## src/rtl/kf8237_transfer_scheduler.sv

```systemverilog
// 8237 transfer scheduler: arbitrates DREQ[3:0], runs the HRQ/HLDA handshake and S1-S4 cycle,
// and strobes the address/count register file. Terminates on underflow (TC).
module kf8237_transfer_scheduler (
  input  logic       clock,
  input  logic       reset_n,
  input  logic [3:0] dma_request,
  input  logic [3:0] request_mask,
  input  logic       controller_disable,
  input  logic       rotating_priority,
  input  logic [7:0] transfer_mode,
  input  logic [3:0] autoinitialize_config,
  input  logic [3:0] address_hold_config_ch,
  input  logic [3:0] decrement_address_config_ch,
  input  logic       hold_acknowledge,
  input  logic       underflow,
  input  logic       clear_status,
  output logic       hold_request,
  output logic [3:0] dma_acknowledge,
  output logic [3:0] transfer_register_select,
  output logic       next_word,
  output logic       initialize_current_register,
  output logic       address_hold_config,
  output logic       decrement_address_config,
  output logic       end_of_process,
  output logic [3:0] set_request_mask,
  output logic [3:0] terminal_count_status
);

  typedef enum logic [2:0] {
    ST_SI, ST_S0, ST_S1, ST_S2, ST_S3, ST_S4, ST_TC
  } state_t;

  localparam logic [1:0] MODE_DEMAND = 2'b00;
  localparam logic [1:0] MODE_BLOCK  = 2'b10;

  state_t     state;
  logic [3:0] winner;
  logic [1:0] priority_ptr;
  logic       next_word_q;

  logic [3:0] eligible;
  logic [3:0] candidate;
  logic [1:0] winner_idx;
  logic [1:0] winner_mode;
  logic       in_service;
  logic       bus_abort;
  logic       tc_hit;
  logic       keep_going;
  logic       service_done;
  logic       go_idle;

  function automatic logic [3:0] pick_winner(input logic [3:0] elig, input logic rot,
                                             input logic [1:0] ptr);
    logic [3:0] w;
    logic [1:0] idx;
    w = '0;
    // Descending scan so the closest eligible channel to the start point is written last.
    for (int k = 3; k >= 0; k--) begin
      idx = rot ? ptr + k[1:0] : k[1:0];
      if (elig[idx]) begin
        w = '0;
        w[idx] = 1'b1;
      end
    end
    return w;
  endfunction

  function automatic logic [1:0] onehot_index(input logic [3:0] oh);
    logic [1:0] idx;
    idx = 2'd0;
    for (int i = 0; i < 4; i++) begin
      if (oh[i]) idx = i[1:0];
    end
    return idx;
  endfunction

  assign eligible    = dma_request & ~request_mask;
  assign candidate   = pick_winner(eligible, rotating_priority, priority_ptr);
  assign winner_idx  = onehot_index(winner);
  assign winner_mode = transfer_mode[{winner_idx, 1'b0} +: 2];

  assign in_service   = (state == ST_S1) || (state == ST_S2) || (state == ST_S3) || (state == ST_S4);
  assign bus_abort    = in_service && !hold_acknowledge;
  assign tc_hit       = (state == ST_S4) && hold_acknowledge && underflow;
  assign keep_going   = (state == ST_S4) && hold_acknowledge && !underflow &&
                        ((winner_mode == MODE_BLOCK) ||
                         ((winner_mode == MODE_DEMAND) && |(dma_request & winner)));
  assign service_done = ((state == ST_S4) && hold_acknowledge && !underflow && !keep_going) ||
                        (state == ST_TC);
  assign go_idle      = bus_abort || service_done;

  // A strobe already raised for S4 is withdrawn if the bus is lost in that same cycle.
  assign next_word                = next_word_q & hold_acknowledge;
  assign address_hold_config      = |(address_hold_config_ch & transfer_register_select);
  assign decrement_address_config = |(decrement_address_config_ch & transfer_register_select);

  always_ff @(posedge clock or negedge reset_n) begin
    if (!reset_n) begin
      state                       <= ST_SI;
      winner                      <= '0;
      priority_ptr                <= 2'd0;
      hold_request                <= 1'b0;
      dma_acknowledge             <= '0;
      transfer_register_select    <= '0;
      next_word_q                 <= 1'b0;
      initialize_current_register <= 1'b0;
      end_of_process              <= 1'b0;
      set_request_mask            <= '0;
      terminal_count_status       <= '0;
    end else begin
      next_word_q                 <= 1'b0;
      initialize_current_register <= 1'b0;
      end_of_process              <= 1'b0;
      set_request_mask            <= '0;

      case (state)
        ST_SI: begin
          if (!controller_disable && (eligible != 4'b0000)) begin
            winner       <= candidate;
            hold_request <= 1'b1;
            state        <= ST_S0;
          end
        end
        ST_S0: begin
          if (hold_acknowledge) begin
            state                    <= ST_S1;
            dma_acknowledge          <= winner;
            transfer_register_select <= winner;
          end
        end
        ST_S1: state <= ST_S2;
        ST_S2: state <= ST_S3;
        ST_S3: begin
          state       <= ST_S4;
          next_word_q <= 1'b1;
        end
        ST_S4: begin
          if (tc_hit) begin
            // Select stays valid one more cycle so the reload targets the right channel.
            state           <= ST_TC;
            end_of_process  <= 1'b1;
            dma_acknowledge <= '0;
            if (|(autoinitialize_config & winner)) initialize_current_register <= 1'b1;
            else                                   set_request_mask            <= winner;
          end else if (keep_going) begin
            state <= ST_S1;
          end
        end
        ST_TC: state <= ST_SI;
        default: state <= ST_SI;
      endcase

      if (go_idle) begin
        state                    <= ST_SI;
        hold_request             <= 1'b0;
        dma_acknowledge          <= '0;
        transfer_register_select <= '0;
        next_word_q              <= 1'b0;
      end

      if (service_done) priority_ptr <= winner_idx + 2'd1;

      terminal_count_status <= (clear_status ? 4'b0000 : terminal_count_status) |
                               (tc_hit ? winner : 4'b0000);
    end
  end

endmodule

```

## config.mk

```make
export PLATFORM = sky130hd
export DESIGN_NAME = kf8237_transfer_scheduler
export DESIGN_NICKNAME = d
export VERILOG_FILES = /design/src/rtl/kf8237_transfer_scheduler.sv
export SDC_FILE = /design/constraint.sdc
export NUM_CORES = 1
export LEC_CHECK = 0
export CAP_MARGIN = 30
export CORE_MARGIN = 4
export CORE_UTILIZATION = 40
export CTS_CLUSTER_DIAMETER = 40
export DETAILED_ROUTE_END_ITERATION = 6
export PLACE_DENSITY = 0.68
export SYNTH_ARGS = -nofsm -noshare
export SYNTH_HDL_FRONTEND = slang
export SYNTH_SLANG_ARGS = --single-unit
```

## constraint.sdc

```tcl
create_clock -name clock -period 3 [get_ports clock]
set_input_delay 0.75 -clock clock [delete_from_list [all_inputs] [get_ports clock]]
set_output_delay 0.75 -clock clock [all_outputs]
set_load 0.01 [all_outputs]
```

# [After elaboration in Yosys (flattened, before gate mapping)]
# Cells that the tools add are included.
[totals] wordCells=136 inputBits=35 ff_bits=29 out_inout_bits=22
[classes] bitwise=8 shift=1 addsub=4 muxes=54 reduce_logical=39 n_eq_ne=11 n_lt_le_gt_ge=8
[ops] operator="two-way mux 4 bit" n=14
[ops] operator="bitwise AND 4 bit" n=5
[ops] operator="two-way mux 1 bit" n=19
[ops] operator="case mux 3 bit (6 select lines)" n=1
[ops] operator="OR reduction 4 bit" n=4
[ops] operator="two-way mux 3 bit" n=5
[ops] operator="logical AND 1 bit" n=12
[ops] operator="less-than comparator 2 x 3 -> 1 bit (second input constant)" n=4
[ops] operator="two-way mux 2 bit" n=6
[ops] operator="== test 3 bit (second input constant)" n=3
[ops] operator="inequality test 3 bit (second input constant)" n=3
[ops] operator="binary-select mux 1 bit (select 2 bit)" n=4
[ops] operator="demux 1 bit (select 2 bit)" n=4
[ops] operator=">= comparator 2 x 1 -> 1 bit (second input constant)" n=4
[ops] operator="case mux 4 bit (2 select lines)" n=1
[ops] operator="nonzero test 2 bit" n=4
[ops] operator="variable part select 8 x 4 -> 2 bit" n=1
[ops] operator="== test 3 x 2 -> 1 bit (second input constant)" n=2
[ops] operator="logical OR 1 bit" n=6
[ops] operator="AND reduction 2 bit" n=3
[ops] operator="AND reduction 3 bit" n=2
[ops] operator="adder 2 x 1 -> 2 bit (second input constant)" n=2
[ops] operator="adder 2 bit (second input constant)" n=2
[ops] operator="logical NOT 1 bit" n=4
[ops] operator="other kinds (10)" n=10

# [Longest topological paths before layout]
# Gate-level depths: netlist of run 1.
[logic_depth] ltp_word=14 ltp_mapped=7 ltp_nobuf=5

# [Worst setup path before layout of run 1]
# Ideal clock, no wire load.
[synth_timing] kind="input-to-reg" startpoint="input port request_mask[2]" endpoint="register winner[2]" n_path_buf=1 arrival_ps=1848 cell_stages=6 setup_ps=128 path_slack_ps=1023 cell_sequence="nand2b_1 > buf_6 > a41o_4 > nor4_4 > mux2i_1 > o21ai_0"
[synth_via] elab_chain_len=8 elab_cells_between_ends=17 cone_classes="12 x mux; 2 x bitwise; 3 x reduce/logical"
[synth_lines] element="start, declared" line="7" text="input logic [3:0] request_mask,"
[synth_lines] element="inverter 4 bit (*)" line="77" text="assign eligible = dma_request & ~request_mask;"
[synth_lines] element="bitwise AND 4 bit (*)" line="77"
[synth_lines] element="binary-select mux 1 bit (select 2 bit)" line="60" text="if (elig[idx]) begin"
[synth_lines] element="two-way mux 1 bit (not written as such)" line="60"
[synth_lines] element="two-way mux 4 bit (4 in a row)" line="60"
[synth_lines] element="end signal, assigned" line="119" text="winner <= candidate;"
[synth_lines] element="end, declared" line="37" text="logic [3:0] winner;"
# Mark *: on every way between the ends. The rest lies on a longest branch, timed or not. The select of a mux whose other input is x is not followed.
# A chain may end at the register's enable or synchronous reset.

# [Final worst setup path of run 1]
[layout_timing] startpoint="input port hold_acknowledge" endpoint="output port next_word"
[layout_via] elab_chain_len=1
[layout_lines] element="start, declared" line="14" text="input logic hold_acknowledge,"
[layout_lines] element="bitwise AND 1 bit" line="93" text="assign next_word = next_word_q & hold_acknowledge;"
[layout_lines] element="end, declared" line="20" text="output logic next_word,"
# Every way passes these cells.

==> reports/summary.txt, run 1 <==
TritonCTS buffer count: 5
clock transition at the registers of the reported paths: 0.06 ns
Synth area leaders: dfrtp_1, mux2i_1, o21ai_0, nand2_1, nand3_1
fmax: 378 MHz
die height: 75.0 um
Worst VDD drop: 427 uV
met2 WL post-DR: 2.13 mm
first-pass GRT wire length: 7.77 mm
TNS Setup: 0 ns
distinct cell type count after synthesis: 48
Final setup viols: 0
drt wl/cell: 15.7 um
core area: 4350 um2
die extent in x: 75.0 um
Worst Skew: 0.00156 ns
Max Used Layer: met4
Antenna Cells: 0
RSZ-0062 raised after global routing: no
total number of vias: 1681
Area Overhead vs Synth: 38.3%
Max Cap Violations: 0
DRC viols: 0
num rows: 24
Buf/Inv on CP: 2
number of nets in the layout: 286
Synth top cells by count: dfrtp_1, nand2_1, o21ai_0
Comb pwr share: 39.0%
# IOs: 57
clock sinks: 29
vias per cell: 5.53
Congestion Overflow GR: 0
crit path max fanout: 2
gpl congestion: 0.867
vias in the first global route: 1583
Power Internal: 1100 uW
initial core utilization: 41.3%
asr flop ratio synth: 100%
max-slew violations: 0
top cell type's share of synthesized area: 40.4%
CP Launch Type: input port
switching power: 647 uW
CP Capture Type: output pin
HPWL Detailed: 3.63 mm
H-tree lvl count: 2
hold_ws: 0.514 ns
Clk pwr share: 23.7%
antenna-violating nets left: 0
number of buffers added on ports: 56
PwrDens: 704 nW/um2
EDFF count, synth: 0
leakage: 0.00105 uW
Synth Flop Type: dfrtp_1
cell count after synthesis: 198
met1 WL: 2.18 mm
wire length on met3: 378 um
FF+latch count, synth: 29
Setup Fix Bufs, Post-CTS: 0
Worst Setup Path Type: input port to output pin
routed wire length: 4.76 mm
max incr delay on CP: 0.55 ns
fin crit period: 2.65 ns
Pre-antenna DRT Iters: 4
pin count of the biggest net entering global routing: 30
status: finished clean
Hold Buf Count CTS: 0
CTS tree: done
clk_lat worst skew: 0.28 ns
top-count cell post-synth: dfrtp_1
full die area: 5630 um2
WP data arrival: 1.90 ns
fin crit share: 88.3%
multi-input logic area: 966 um2
Flop pwr share: 37.3%
Synthesis Warnings: 0
post-synthesis sequential area ratio: 40.4%
Worst slew margin: 57.7%
Syn Nets: 233
Worst Max-Slew Pin Slew: 0.632 ns
Mean Syn Cell Area: 9.08 um2
Syn Std Cell Area: 1800 um2
sw frac: 36.9%
Layout fillers: 390
CTS root buffer: clkbuf_8
crit-path cells: clkdlybuf4s50_1, and2_1, clkdlybuf4s50_1
slowest CP cell: clkdlybuf4s50_1
cell taking the most area after synthesis: dfrtp_1
initial antenna violation count: 0
Reg area: 726 um2
most frequent CP cell: clkdlybuf4s50_1
Initial DRC Count: 146
HP Class: flip-flop to flip-flop
layout cells sized above 1: 7.14%
CTS Buffer Depth: 2
Total GRT Usage: 18.4%
Top delay family on crit path: buffers and inverters
Fin. Hold Viols: 0
Crit path required time: 2.25 ns
post-CTS resize count: 0
-- cell usage in the layout (no fill, tap or decap), types with 2 or more instances in the layout --
master,n
clkbuf_8,6
o211ai_1,2
a311oi_1,2
nand2b_1,5
a22o_1,4
buf_4,3
a32oi_1,2
clkdlybuf4s50_1,56
o21ai_0,13
mux2i_1,8
nand2_1,17
and2_1,8
a31oi_1,2
nand3_1,12
nor2_1,12
and2b_1,2
o21ai_1,3
o31ai_1,2
a22oi_1,7
inv_1,8
nor2b_1,6
a21oi_1,11
dfrtp_1,29
and3_1,3
nand4_1,4
-- flip-flops by register name, summed over array words and instances (netlist names) --
signal and flops:
transfer_register_select 4, winner 4, initialize_current_register 1, priority_ptr 2, state 3, dma_acknowledge 4, end_of_process 1, terminal_count_status 4
next_word_q 1, set_request_mask 4, hold_request 1
-- layer usage --
metal	global-route usage, %	vias up
met1	25.7	781
met3	4.01	7
met4	6.92	0
met5	0	-
li1	-	834
met2	27.9	59
-- stage by stage --
stage	utilization (%)	power, uW	setup WS (ns)	cells	area (um2)
floorplan	-	1060	1.02	198	1800
global placement	54.4	1330	0.334	296	2370
detailed placement	54.4	1340	0.334	296	2370
CTS	57.1	1760	0.334	304	2490
global route	57.1	1880	0.300	304	2490
finish	57.1	1750	0.352	304	2490
-- power by group through the flow --
stage                     combinational (uW)  clock [uW]  sequential, uW
after floorplan                          497           0             564
after global placement                   676           0             657
after detailed placement                 683           0             658
after CTS                                687         422             652
after global routing                     765         442             675
final                                    683         415             652
-- worst reg2reg max path: cells and delay by family (launching register included) --
family	cells	cell delay (ns)
AOI/OAI and AO/OA	4	1.04
DFF	1	0.62
muxes	1	0.15
-- cells by family after synthesis --
group | Yosys count | synth area share [%]
buffers and inverters | 21 | 5.91
AOI/OAI and AO/OA | 61 | 24.1
muxes | 9 | 5.08
DFF | 29 | 40.4
xor gates and xnor gates | 2 | 0.974
and+or+nand+nor | 76 | 23.5
-- cell type report --
type / instances / area share, %
clock buffer: 7 / 3.47
sequential: 29 / 29.2
tap: 52 / 2.62
multi-input combinational: 148 / 38.9
timing repair buffer: 59 / 23.5
inverter: 8 / 1.21
clock inverter: 1 / 1.21
-- path summary, 6_finish.rpt --
check / start / end / cells after the start / slack, ns
min: terminal_count_status[2]$_DFF_PN0_ / terminal_count_status[2]$_DFF_PN0_ / 1 / 0.51
min in group asynchronous: reset_n / terminal_count_status[2]$_DFF_PN0_ / 2 / 0.85
max in group asynchronous: reset_n / transfer_register_select[2]$_DFFE_PN0P_ / 2 / 1.88
max reg2reg: winner[1]$_DFFE_PN0P_ / dma_acknowledge[2]$_DFFE_PN0P_ / 5 / 1.08
min reg2reg: terminal_count_status[2]$_DFF_PN0_ / terminal_count_status[2]$_DFF_PN0_ / 1 / 0.51
max: hold_acknowledge / next_word / 3 / 0.35
Note: power is estimated with default switching activity, not from simulation.
==> run 2, diff against run 1 <==
==> constraint.sdc (replaced) <==
create_clock -name clock -period 3 [get_ports clock]
set_input_delay 0.9 -clock clock [delete_from_list [all_inputs] [get_ports clock]]
set_output_delay 0.9 -clock clock [all_outputs]
set_load 0.01 [all_outputs]
==> run 2 against run 1 <==
Register-to-register slack improved by 0.02 ns. Global-route usage shrank 0.33 points. Cell count increased by 0.33%. Routed wire length shrank 1.6%. Sequential power barely moved. Largest power group unchanged.
==> reports/summary.txt, run 2 (synthesized netlist as in run 1, its figures left out) <==
status: finished clean
full die area: 5630 um2
fmax: 338 MHz
CP Capture Type: output pin
placed cell areas: 2380 um2
vias per cell: 5.52
CTS tree: done
clock transition at the registers of the reported paths: 0.06 ns
Hold Path Sink: terminal_count_status[0]$_DFF_PN0_
core area: 4350 um2
r2r endpoint: transfer_register_select[2]$_DFFE_PN0P_
fin crit share: 98.5%
hold_ws: 0.512 ns
met3 Usage GRT: 4.94%
CTS root buffer: clkbuf_8
Antenna Cells: 0
Worst Skew: 0.00238 ns
die extent in x: 75.0 um
DRC viols: 0
initial core utilization: 41.3%
grt met1 use: 25.6%
setup slack at placement: 0.0246 ns
M2 GR Usage: 26.4%
post-CTS resize count: 0
Initial DRC Count: 112
Worst VDD drop: 369 uV
Area Overhead vs Synth: 38.8%
pin count of the biggest net entering global routing: 30
leakage: 0.00106 uW
reg2reg setup slack: 1.10 ns
worst r2r src: winner[1]$_DFFE_PN0P_
Final Cell Area: 2500 um2
Setup Fix Bufs, Post-CTS: 0
Worst slew margin: 58.5%
Final setup viols: 0
R2R depth: 5
min-delay src: terminal_count_status[0]$_DFF_PN0_
PwrDens: 700 nW/um2
initial antenna violation count: 0
routed wire length: 4.69 mm
die height: 75.0 um
num rows: 24
hold-critical path depth: 1
number of buffers added on ports: 56
CP Launch Type: input port
Finished Layout Cells: 305
antenna-violating nets left: 0
Worst Max-Slew Pin Slew: 0.620 ns
Congestion Overflow GR: 0
clock sinks: 29
Hold Buf Count CTS: 0
CTS Buffer Depth: 2
total number of vias: 1685
Cells after DPL: 297
TritonCTS buffer count: 5
HPWL Detailed: 3.58 mm
Max Cap Violations: 0
number of nets in the layout: 287
Layout fillers: 368
drt wl/cell: 15.4 um
vias in the first global route: 1571
Total GRT Usage: 18.1%
WP data arrival: 2.06 ns
Fin. Hold Viols: 0
max-slew violations: 0
first-pass GRT wire length: 7.62 mm
Crit path required time: 2.10 ns
fin crit period: 2.96 ns
commonest non-fill, non-tap cell in the layout: clkdlybuf4s50_1
TNS Setup: 0 ns
# IOs: 57
clk_lat worst skew: 0.28 ns
GR peak layer: met2
RSZ-0062 raised after global routing: no
gpl congestion: 0.871
most frequent cells in the layout: clkdlybuf4s50_1, dfrtp_1, nand2_1, o21ai_0
Pre-antenna DRT Iters: 4
crit path max fanout: 2
H-tree lvl count: 2
Worst Setup Path Type: input port to output pin
layout cells sized above 1: 7.51%
worst setup margin: 0.0435 ns
HP Class: flip-flop to flip-flop
==> run 2: cell types whose count changed in the layout (fill, tap and decap cells not counted) <==
cell / change
buf_4: +1
clkdlybuf4s50_1: -1
dlymetal6s2s_1: +1
==> run 2: power breakdown <==
| part | internal, uW | leakage, uW | switching [uW] |
|---|---|---|---|
| registers | 484 | 0.000380 | 169 |
| clock network | 270 | 0.0000585 | 144 |
| logic | 352 | 0.000626 | 328 |
| total | 1110 | 0.00106 | 640 |
==> run 2: layout make-up <==
| type | count | area, um2 | share of cell area, % |
|---|---|---|---|
| inverters | 8 | 30.0 | 1.20 |
| clock inverters | 1 | 30.0 | 1.20 |
| multi-input cells | 148 | 966 | 38.7 |
| flip-flops and latches | 29 | 726 | 29.1 |
| clock buffers | 7 | 86.3 | 3.46 |
| repair buffers | 60 | 593 | 23.8 |
| well taps | 52 | 65.1 | 2.61 |
==> run 2: stage by stage <==
| step | utilization, % | power, uW |
|---|---|---|
| 2_1_floorplan | - | 1060 |
| 3_3_place_gp | 54.6 | 1340 |
| 3_5_place_dp | 54.6 | 1340 |
| 4_1_cts | 57.3 | 1760 |
| 5_1_grt | 57.3 | 1870 |
| 6_report | 57.3 | 1750 |
==> run 2: worst max-delay path, stage by stage <==
cell,delay (ns)
clkdlybuf4s50_1,0.49
and2_1,0.13
clkdlybuf4s50_1,0.54
==> run 2: metal layers <==
metal	vias up	part of all wire (%)
li1	836	-
met1	785	44
met2	57	45
met3	7	9.0
met4	0	1.8
met5	-	0
==> run 2: how the worst max path moves through the flow <==
| stage | from | to | slack (ns) | cells after the start |
|---|---|---|---|---|
| global route | hold_acknowledge | next_word | 0.006 | 3 |
| CTS | hold_acknowledge | next_word | 0.03 | 3 |
| floorplan | hold_acknowledge | next_word | 0.79 | 2 |
| finish | hold_acknowledge | next_word | 0.04 | 3 |
| global placement | hold_acknowledge | next_word | 0.03 | 3 |
| detailed placement | address_hold_config_ch[2] | address_hold_config | 0.02 | 4 |
==> run 3, diff against run 2 <==
- CORE_ASPECT_RATIO: not set -> 1.1
- RECOVER_POWER: not set -> 25
==> run 3 against run 2 <==
The run now ends with capacitance limit, slew limit left. Via count fell by 0.24%. Combinational power rose by 0.9%. Global-route usage fell by 0.58 points. First-iteration DRC count fell by 33%. Clock power barely moved. Power fell by 0.18%. Die area barely moved.
==> reports/summary.txt, run 3 (synthesized netlist as in run 1, its figures left out) <==
WP data arrival: 2.04 ns
Total GRT Usage: 17.5%
Final Cell Area: 2500 um2
Worst Setup Path Type: input port to output pin
vias per cell: 5.46
Layout fillers: 380
drt wl/cell: 15.2 um
number of nets in the layout: 288
Comb pwr share: 39.3%
clock transition at the registers of the reported paths: 0.06 ns
clk_lat worst skew: 0.28 ns
Fin. Hold Viols: 0
Clk pwr share: 23.7%
vias in the first global route: 1610
pin count of the biggest net entering global routing: 30
Worst Max-Slew Pin Slew: 1.55 ns
Power Internal: 1110 uW
crit path max fanout: 1
initial core utilization: 41.7%
Finished Layout Cells: 308
HPWL Detailed: 3.52 mm
Initial DRC Count: 75
status: finished, violations left
number of buffers added on ports: 56
routed wire length: 4.69 mm
HP Class: flip-flop to flip-flop
antenna-violating nets left: 0
multi-input logic area: 966 um2
Hold Buf Count CTS: 0
core area: 4320 um2
gpl congestion: 0.865
Pre-antenna DRT Iters: 4
Worst VDD drop: 451 uV
H-tree lvl count: 2
PwrDens: 697 nW/um2
CTS tree: done
clock sinks: 29
die extent in x: 71.9 um
Reg area: 726 um2
layout cells sized above 1: 7.48%
total number of vias: 1681
CP Capture Type: output pin
switching power: 635 uW
Final setup viols: 0
CTS Buffer Depth: 2
fin crit share: 97.8%
commonest non-fill, non-tap cell in the layout: clkdlybuf4s50_1
most frequent cells in the layout: clkdlybuf4s50_1, dfrtp_1, nand2_1, o21ai_0
die height: 78.3 um
failing checks: capacitance limit, slew limit
leakage: 0.00105 uW
CTS root buffer: clkbuf_8
fmax: 341 MHz
num rows: 25
Max Cap Violations: 1
Worst slew margin: -3.42%
DRC viols: 0
Overall Power: 1740 uW
Cells after DPL: 300
placed cell areas: 2390 um2
RSZ-0062 raised after global routing: no
post-CTS resize count: 0
Crit path required time: 2.10 ns
initial antenna violation count: 0
Worst Skew: 0.00546 ns
CP Launch Type: input port
Antenna Cells: 0
Flop pwr share: 37.0%
full die area: 5630 um2
# IOs: 57
TNS Setup: 0 ns
sw frac: 36.4%
Setup Fix Bufs, Post-CTS: 0
first-pass GRT wire length: 7.82 mm
Area Overhead vs Synth: 39.0%
max-slew violations: 30
TritonCTS buffer count: 5
Congestion Overflow GR: 0
fin crit period: 2.94 ns
-- run 3: changes by cell type in the layout (fill, tap and decap cells not counted), sizes merged --
| cell | change |
|---|---|
| dlymetal6s2s | -1 |
| clkbuf | +1 |
| dlygate4sd3 | +1 |
-- run 3: final cells by class --
| type | instances | area share [%] |
|---|---|---|
| Multi-Input combinational cell | 148 | 38.6 |
| Sequential cell | 29 | 29.0 |
| Timing Repair Buffer | 61 | 23.8 |
| Clock buffer | 7 | 3.45 |
| Tap cell | 54 | 2.70 |
| Clock inverter | 1 | 1.20 |
| Inverter | 8 | 1.20 |
-- run 3: worst paths after layout --
check,slack [ns],from,to,cells after the start
setup / recovery,0.06,address_hold_config_ch[0],address_hold_config,4
hold / removal,0.51,terminal_count_status[1]$_DFF_PN0_,terminal_count_status[1]$_DFF_PN0_,1
setup reg to reg,1.16,winner[1]$_DFFE_PN0P_,dma_acknowledge[2]$_DFFE_PN0P_,5
hold reg to reg,0.51,terminal_count_status[1]$_DFF_PN0_,terminal_count_status[1]$_DFF_PN0_,1
max in group asynchronous,0.56,reset_n,winner[3]$_DFFE_PN0P_,2
min in group asynchronous,1.54,reset_n,set_request_mask[2]$_DFF_PN0_,2
-- run 3: stage by stage --
step	util (%)	worst slack (ns)	hold WS [ns]
floorplan	-	0.787	0.542
global placement	55.3	0.0670	0.493
detailed placement	55.3	0.0595	0.500
CTS	58.0	0.0580	0.514
global route	57.9	0.0165	0.543
finish	57.9	0.0650	0.509
-- run 3: critical path: stages --
cell,delay (ns)
clkdlybuf4s50_1,0.46
a22oi_1,0.08
nand2_1,0.07
clkdlybuf4s50_1,0.53
-- run 3: power by group through the flow --
stage	Clock (uW)	Sequential, uW	Combinational [uW]
2_1_floorplan	0	564	497
3_3_place_gp	0	653	684
3_5_place_dp	0	652	688
4_1_cts	422	644	690
5_1_grt	435	665	760
6_report	414	645	685
-- run 3: metal layers --
layer	track usage (%)	share of wire, %	up-vias
met5	0	0	-
met4	3.38	0.90	0
met3	4.23	6.4	6
met2	26.8	46	52
met1	25.2	47	785
li1	-	-	838
